$ cat src/rtl/pc_fetch.sv
// Instruction fetch stage: owns the PC, fetches words over a req/ready handshake,
// holds the instruction for the decoder and picks the next PC once it is acknowledged.
module pc_fetch #(
  parameter int ADDR_W = 32,
  parameter logic [ADDR_W-1:0] RESET_PC = '0
) (
  input  logic              clk,
  input  logic              rst,
  output logic              imem_req,
  output logic [ADDR_W-1:0] imem_addr,
  input  logic              imem_ready,
  input  logic [31:0]       imem_rdata,
  output logic [31:0]       instr,
  output logic [5:0]        opcode,
  output logic [ADDR_W-1:0] pc_out,
  output logic [ADDR_W-1:0] pc_plus4,
  output logic              instr_valid,
  input  logic              instr_ack,
  input  logic              branch,
  input  logic              zero,
  input  logic              jmp,
  input  logic              jr,
  input  logic [ADDR_W-1:0] jr_target,
  output logic              addr_err,
  output logic [31:0]       retire_cnt
);

  typedef enum logic [1:0] {
    ST_RST,
    ST_FETCH,
    ST_HOLD
  } state_t;

  state_t            r_state;
  logic [ADDR_W-1:0] r_pc;
  logic [31:0]       r_instr;
  logic              r_req;
  logic              r_valid;
  logic              r_addrErr;
  logic [31:0]       r_retire;

  logic [ADDR_W-1:0] w_pcPlus4;
  logic [ADDR_W-1:0] w_branchOff;
  logic [ADDR_W-1:0] w_nextPc;

  assign w_pcPlus4   = r_pc + ADDR_W'(4);
  assign w_branchOff = {{(ADDR_W-18){r_instr[15]}}, r_instr[15:0], 2'b00};

  // Redirect priority: jr, then jump, then taken branch, then fall-through.
  always_comb begin
    w_nextPc = w_pcPlus4;
    if (jr) begin
      w_nextPc = {jr_target[ADDR_W-1:2], 2'b00};
    end else if (jmp) begin
      w_nextPc = {w_pcPlus4[ADDR_W-1:28], r_instr[25:0], 2'b00};
    end else if (branch && zero) begin
      w_nextPc = w_pcPlus4 + w_branchOff;
    end
  end

  always_ff @(posedge clk or negedge rst) begin
    if (!rst) begin
      r_state   <= ST_RST;
      r_pc      <= RESET_PC;
      r_instr   <= '0;
      r_req     <= 1'b0;
      r_valid   <= 1'b0;
      r_addrErr <= 1'b0;
      r_retire  <= '0;
    end else begin
      r_addrErr <= 1'b0;
      case (r_state)
        ST_RST: begin
          r_state <= ST_FETCH;
          r_req   <= 1'b1;
        end
        ST_FETCH: begin
          if (imem_ready) begin
            r_instr <= imem_rdata;
            r_req   <= 1'b0;
            r_valid <= 1'b1;
            r_state <= ST_HOLD;
          end
        end
        ST_HOLD: begin
          // Redirect controls are only meaningful in the acknowledge cycle.
          if (instr_ack) begin
            r_pc      <= w_nextPc;
            r_retire  <= r_retire + 32'd1;
            r_addrErr <= jr && (jr_target[1:0] != 2'b00);
            r_valid   <= 1'b0;
            r_req     <= 1'b1;
            r_state   <= ST_FETCH;
          end
        end
        default: begin
          r_state <= ST_RST;
          r_req   <= 1'b0;
          r_valid <= 1'b0;
        end
      endcase
    end
  end

  assign imem_req    = r_req;
  assign imem_addr   = r_pc;
  assign pc_out      = r_pc;
  assign pc_plus4    = w_pcPlus4;
  assign instr       = r_instr;
  assign opcode      = r_instr[31:26];
  assign instr_valid = r_valid;
  assign addr_err    = r_addrErr;
  assign retire_cnt  = r_retire;

endmodule

$ cat config.mk
export PLATFORM = sky130hd
export DESIGN_NAME = pc_fetch
export DESIGN_NICKNAME = d
export VERILOG_FILES = /design/src/rtl/pc_fetch.sv
export SDC_FILE = /design/constraint.sdc
export NUM_CORES = 1
export LEC_CHECK = 0
export CAP_MARGIN = 5
export CORE_MARGIN = 4
export CORE_UTILIZATION = 47
export DETAILED_ROUTE_END_ITERATION = 6
export GPL_ROUTABILITY_DRIVEN = 0
export PLACE_DENSITY = 0.8
export SKIP_LAST_GASP = 1
export SLEW_MARGIN = 30
export SYNTH_ARGS = -nofsm -noshare
export SYNTH_HDL_FRONTEND = slang
export SYNTH_SLANG_ARGS = --single-unit
$ cat constraint.sdc
create_clock -name clk -period 4.9 [get_ports clk]
set_input_delay 0.98 -clock clk [delete_from_list [all_inputs] [get_ports clk]]
set_output_delay 0.98 -clock clk [all_outputs]
set_load 0.005 [all_outputs]
==> summary.md, run 1 <==
| Metric | Value |
|---|---|
| Status | complete, no violations |
| Relative slew slack | 0.363 |
| DRC | 0 |
| Worst-Skew Late Latency | 360 ps |
| Synthesized flop and latch total | 98 |
| Final Skew | 7.86 ps |
| Yosys warns | 0 |
| Synth top area cells | dfrtp_1 35%, xnor2_1 7.0%, ha_1 6.6%, mux2_2 5.1%, buf_4 4.6% |
| RSZ-0062 raised after global routing | no |
| Final Max Tran Viols | 0 |
| First-pass GRT wire length | 36.2 mm |
| CP Max Fanout | 8 |
| RR Endpoint | imem_addr[29] |
| DP Worst Slack | 544 ps |
| Ports | 241 |
| Fmax achieved | 223 MHz |
| Synthesized area | 0.00704 mm2 |
| Type of origin of the critical path | register |
| Design Power | 6.36 mW |
| Register area | 0.00245 mm2 |
| First DRT Iteration DRCs | 489 |
| Synth area leader | dfrtp_1 |
| Commonest register cell after synthesis | dfrtp_1 |
| Post-Route Setup TNS | 0 ps |
| Largest net degree at the start of global routing | 64 |
| Post-CTS setup buffers | 0 |
| Core box area | 0.0146 mm2 |
| Most frequent cell after synthesis | dfrtp_1 |
| Worst Hold Class | register to register |
| Ys async rst share | 1.00 |
| Vias/cell | 5.81 |
| Critical setup path kind | register to register |
| Drt wl/cell | 19.9 um |
| Via count | 6743 |
| Peak VDD IR | 0.391 mV |
| Most common library cells after synthesis | 98 x dfrtp_1, 86 x nand2_1, 58 x a21oi_1, 56 x xnor2_1, 51 x nor2_1 |
| Number of setup violations in the final report | 0 |
| Site Rows | 44 |
| CP endpoint kind | register |
| Post-synth top area share | 0.348 |
| Fillers | 1214 |
| Routed WL | 23.1 mm |
| Final HPWL DP | 17.3 mm |
| P_leak | 4.09 nW |
| H-Tree Depth | 3 |
| Post-CTS Hold Fix Bufs | 0 |
| Initial antenna violation count | 1 |
| Synth-to-Final Area Change | 35.5% |
| Synth cell types | 65 |
| Multi-input logic area | 0.00409 mm2 |
| Period Utilization, post-route | 0.915 |
| DIE WIDTH | 130 um |
| Hold Startpoint | retire_cnt[31] |
| Max clock buf depth | 2 |
| Register-to-Register Path Depth | 14 |
| Final worst path period need | 4480 ps |
| Remaining global-route overflow | 0 |
| Port Buffers | 234 |
| Root Driver | clkbuf_16 |
| Vias in the first global route | 6639 |
| Die H | 130 um |
| Register area share after synthesis | 0.348 |
| Number of CTS-inserted buffers | 9 |
| Mapped Cells | 786 |
| Initial Utilization | 0.483 |
| Smallest hold slack | 482 ps |
| Hold depth | 1 |
| First-pass DRT Iterations | 6 |
| Worst r2r src | imem_addr[2] |
| Final Hold Vio Count | 0 |
| Maxcap violations | 0 |
| # clock sinks | 98 |
| CP required | 5140 ps |
| WHS Endpoint | retire_cnt[31] |
| Net count of the finished layout | 1078 |
| CTS tree | done |
| Post-cts sizing count | 0 |
| Clk slew on worst S/H paths | 80 ps |
| R2R Setup Slk | 420 ps |
| Layout cells sized above 1 | 0.0730 |
| Routed Antenna Nets | 0 |
| GR Util All Layers | 0.273 |
| Avg Cell Area, Syn | 8.96 um2 |
| Post-synth EDFFs | 0 |
| Final worst slack | 417 ps |
| Worst Max-Slew Pin Slew | 955 ps |
| P per Cell Area | 667 mW/mm2 |
| Crit path DAT | 4730 ps |
| Die Area | 0.0170 mm2 |
==> worst max-delay path, cell delays in order (launching register included) <==
cell and delay, ps:
dfrtp_1 450, ha_1 260, nand4_1 220, or4_1 550, nor2_1 160, nand2_1 90
xnor2_1 310, ha_1 400, a21o_2 260, a211oi_1 290, a32oi_2 240, a2111oi_0 520
nor3_1 140, xor2_1 170, a221o_1 300
==> where the power goes <==
group	total (mW)	leakage, nW	internal (mW)	switching [mW]
Clock	0.747	0.153	0.369	0.378
Sequential	1.53	1.23	1.08	0.447
Combinational	4.09	2.71	2.14	1.95
Total	6.36	4.09	3.59	2.77
==> through the flow <==
step                      instances  utilization  area (um2)
after floorplan                 791            -        7060
after global routing           1159        0.654        9530
final                          1160        0.654        9540
after global placement         1141        0.632        9220
after detailed placement       1141        0.632        9220
after CTS                      1157        0.653        9530
==> state kept, by name, summed over array words and instances (netlist names) <==
name / flops
instr: 32
retire_cnt: 32
imem_addr: 30
addr_err: 1
imem_req: 1
instr_valid: 1
r_state: 1
==> placed cells by master (no fill, tap or decap), drive strengths merged, types with 3 or more instances in the layout <==
master and instances:
and4 7, a211oi 9, mux2 32, o21ai 43
clkinv 3, a21oi 58, nor3 8, a221o 3
a21o 21, clkdlybuf4s50 233, o211ai 8, o31ai 9
and3 24, nor2b 5, xor2 26, nor2 51
o211a 3, mux2i 4, and2 5, diode 3
a31oi 11, inv 16, nor4 3, xnor2 56
nand4 15, nand2 86, nand3 29, clkbuf 9
o21a 4, o221ai 3, nand2b 5, ha 37
conb 6, a311oi 4, dfrtp 98, o22ai 8
buf 9
==> how the worst max path moves through the flow <==
| stage | endpoint | cells past startpoint | slack, ps | start |
|---|---|---|---|---|
| floorplan | imem_addr[29] | 15 | 1060 | imem_addr[7] |
| global placement | imem_addr[29] | 14 | 840 | imem_addr[2] |
| global route | imem_addr[29] | 14 | 220 | imem_addr[2] |
| CTS | imem_addr[29] | 14 | 520 | imem_addr[2] |
| finish | imem_addr[29] | 14 | 420 | imem_addr[2] |
| detailed placement | imem_addr[29] | 14 | 540 | imem_addr[2] |
==> routing by layer <==
metal / vias to the layer above / wire, um / GRT usage
li1: 3154 / - / -
met1: 3224 / 9500 / 0.362
met3: 50 / 2020 / 0.0622
met5: - / 0 / 0
met4: 0 / 622 / 0.104
met2: 315 / 11000 / 0.436
==> cell families (layout without fill, tap and decap cells) <==
kind of cell | count (synthesis) | count (layout) | synth area share
multiplexers | 36 | 36 | 0.0569
flip-flops | 98 | 98 | 0.348
adder cells (fa/ha/maj) | 38 | 38 | 0.0686
other | 1 | 9 | 0.000533
AND/OR/NAND/NOR | 244 | 244 | 0.168
XOR/XNOR | 82 | 82 | 0.102
buffers and inverters | 88 | 270 | 0.0743
AO/OA/AOI/OAI | 199 | 199 | 0.181
==> area by class of cell <==
type | instances | share of cell area
well taps | 184 | 0.0241
diodes | 3 | 0.000787
repair buffers | 242 | 0.252
flip-flops and latches | 98 | 0.257
clock inverters | 7 | 0.00932
inverters | 12 | 0.00472
multi-input cells | 605 | 0.429
clock buffers | 9 | 0.0236
Power figures use the tool's default switching activity.
==> inputs of run 2 (changes only) <==
- CORE_UTILIZATION: 47 -> 50
- CTS_CLUSTER_DIAMETER: unset -> 150
- PLACE_DENSITY: 0.8 -> 0.85
- SLEW_MARGIN: 30 -> unset
- clock period: 4.9 -> 5.7 ns (I/O delays scaled with it)
==> run 2 against run 1 <==
Combinational power fell by 15%. Largest cell class unchanged. The run now ends with design-rule violations left. Highest routed layer is now met5. Sequential share of layout area rose by 0.081 points. Setup slack improved by 900 ps. Register-to-register slack improved by 950 ps.
==> summary.md, run 2 (synthesized netlist as in run 1, its figures left out) <==
| Metric | Value |
|---|---|
| Status | finished with violations |
| Failing checks | design-rule violations |
| DRC | 2 (+2) |
| Register-to-Register Path Depth | 14 (unchanged) |
| Final Instance Area | 0.00951 mm2 (-0.31%) |
| Routed Antenna Nets | 0 (unchanged) |
| Final Util | 0.688 (+0.0339) |
| R2R Setup Slk | 1370 ps (+950 ps) |
| Initial Utilization | 0.509 (+0.0266) |
| Root Driver | clkbuf_16 |
| Port Buffers | 234 (unchanged) |
| Core box area | 0.0138 mm2 (-5.2%) |
| Final worst path period need | 4380 ps |
| GR Util All Layers | 0.278 (+0.00534) |
| Site Rows | 43 (-2.3%) |
| WHS Endpoint | retire_cnt[31] |
| Die Area | 0.0160 mm2 (-5.6%) |
| CP Max Fanout | 7 (-1) |
| Clk slew on worst S/H paths | 80 ps (about the same) |
| Final worst slack | 1320 ps (+899 ps) |
| Fin cells | 1153 (-0.60%) |
| Number of setup violations in the final report | 0 (unchanged) |
| DP Worst Slack | 1510 ps (+970 ps) |
| RR Endpoint | imem_addr[29] |
| P per Cell Area | 570 mW/mm2 (-15%) |
| Max clock buf depth | 2 (unchanged) |
| Post-CTS Hold Fix Bufs | 0 (unchanged) |
| Smallest hold slack | 480 ps (-1.98 ps) |
| H-Tree Depth | 3 (unchanged) |
| Via count | 6769 (+0.39%) |
| Relative slew slack | 0.355 (-0.00755) |
| Worst r2r src | imem_addr[2] |
| Die H | 127 um (-2.9%) |
| # clock sinks | 98 (unchanged) |
| RSZ-0062 raised after global routing | no |
| First-pass GRT wire length | 35.8 mm (-1.1%) |
| # placed instances | 1136 (-0.44%) |
| Number of CTS-inserted buffers | 9 (unchanged) |
| P_leak | 4.09 nW (-0.21%) |
| Drt wl/cell | 19.6 um (-1.7%) |
| CP endpoint kind | output port |
| Hold depth | 1 (unchanged) |
| CTS tree | done |
| Cell class contributing the biggest share of worst-path delay | simple AND/OR/NAND/NOR gates |
| Final HPWL DP | 16.9 mm (-2.3%) |
| Ports | 241 (unchanged) |
| DIE WIDTH | 127 um (-2.9%) |
| First DRT Iteration DRCs | 598 (+22%) |
| Period Utilization, post-route | 0.769 |
| Type of origin of the critical path | register |
| Worst Max-Slew Pin Slew | 966 ps (+11.4 ps) |
| Post-cts sizing count | 0 (unchanged) |
| Area post-placement | 0.00920 mm2 (-0.14%) |
| Largest net degree at the start of global routing | 52 (-19%) |
| Final Hold Vio Count | 0 (unchanged) |
| Worst path cell trace | ha_1 > nand4_1 > or4_1 > nor3_2 > nand3_1 > xnor2_1 > clkdlybuf4s50_1 |
| Post-Route Setup TNS | 0 ps (unchanged) |
| CP required | 4560 ps (-580 ps) |
| Remaining global-route overflow | 0 (unchanged) |
| Initial antenna violation count | 2 (+1) |
| WP buf/inv | 1 (+1) |
| Most common cell after layout, fill and taps aside | clkdlybuf4s50_1 |
| Fmax achieved | 228 MHz |
| Routed WL | 22.6 mm (-2.3%) |
| Critical setup path kind | register to output port |
| Hold Startpoint | retire_cnt[31] |
| Vias in the first global route | 6691 (+0.78%) |
| Synth-to-Final Area Change | 35.1% |
| Crit path DAT | 3240 ps (-1490 ps) |
| Net count of the finished layout | 1077 (-0.093%) |
| Vias/cell | 5.87 (+1.0%) |
| Delay of the slowest critical-path stage | 570 ps (+20 ps) |
| Most frequent cells in the layout | 233 x clkdlybuf4s50_1, 98 x dfrtp_1, 86 x nand2_1 |
| Worst Hold Class | register to register |
| Peak VDD IR | 0.336 mV (-14%) |
| Design Power | 5.42 mW (-15%) |
| Layout cells sized above 1 | 0.0720 (-0.000954) |
| Maxcap violations | 0 (unchanged) |
| Slowest CP cell | clkdlybuf4s50_1 |
| Post-CTS setup buffers | 0 (unchanged) |
| Worst-Skew Late Latency | 360 ps (about the same) |
| Final Skew | 12.8 ps (+4.92 ps) |
| Final Max Tran Viols | 0 (unchanged) |
| First-pass DRT Iterations | 7 (+1) |
==> run 2: metal layers <==
layer  up-vias  share of wire  global-route usage
li1       3152              -                   -
met1      3210           0.41               0.362
met2       350           0.48               0.451
met3        55          0.085              0.0623
met4         2          0.029               0.109
met5         -        0.00058                   0
==> run 2: worst max-delay path by stage <==
stage | slack [ps] | startpoint | endpoint | depth (start not counted)
after floorplan | 1860 | imem_addr[7] | imem_addr[29] | 15
after global placement | 1660 | imem_addr[2] | imem_addr[29] | 14
after detailed placement | 1510 | imem_addr[2] | imem_addr[29] | 14
after CTS | 1350 | imem_addr[2] | pc_plus4[26] | 7
after global routing | 1130 | imem_addr[2] | imem_addr[29] | 14
final | 1320 | imem_addr[2] | pc_plus4[26] | 7
==> run 2: layout make-up <==
class,count,area (um2)
diodes,1,2.50
clock buffers,9,225
clock inverters,7,76.3
fillers,1087,4320
inverters,12,45.0
multi-input cells,605,4090
flip-flops and latches,98,2450
well taps,180,225
repair buffers,241,2390
==> run 2: power breakdown <==
group          internal (mW)  switching, mW
Combinational           1.83           1.65
Sequential             0.930          0.381
Clock                  0.314          0.309
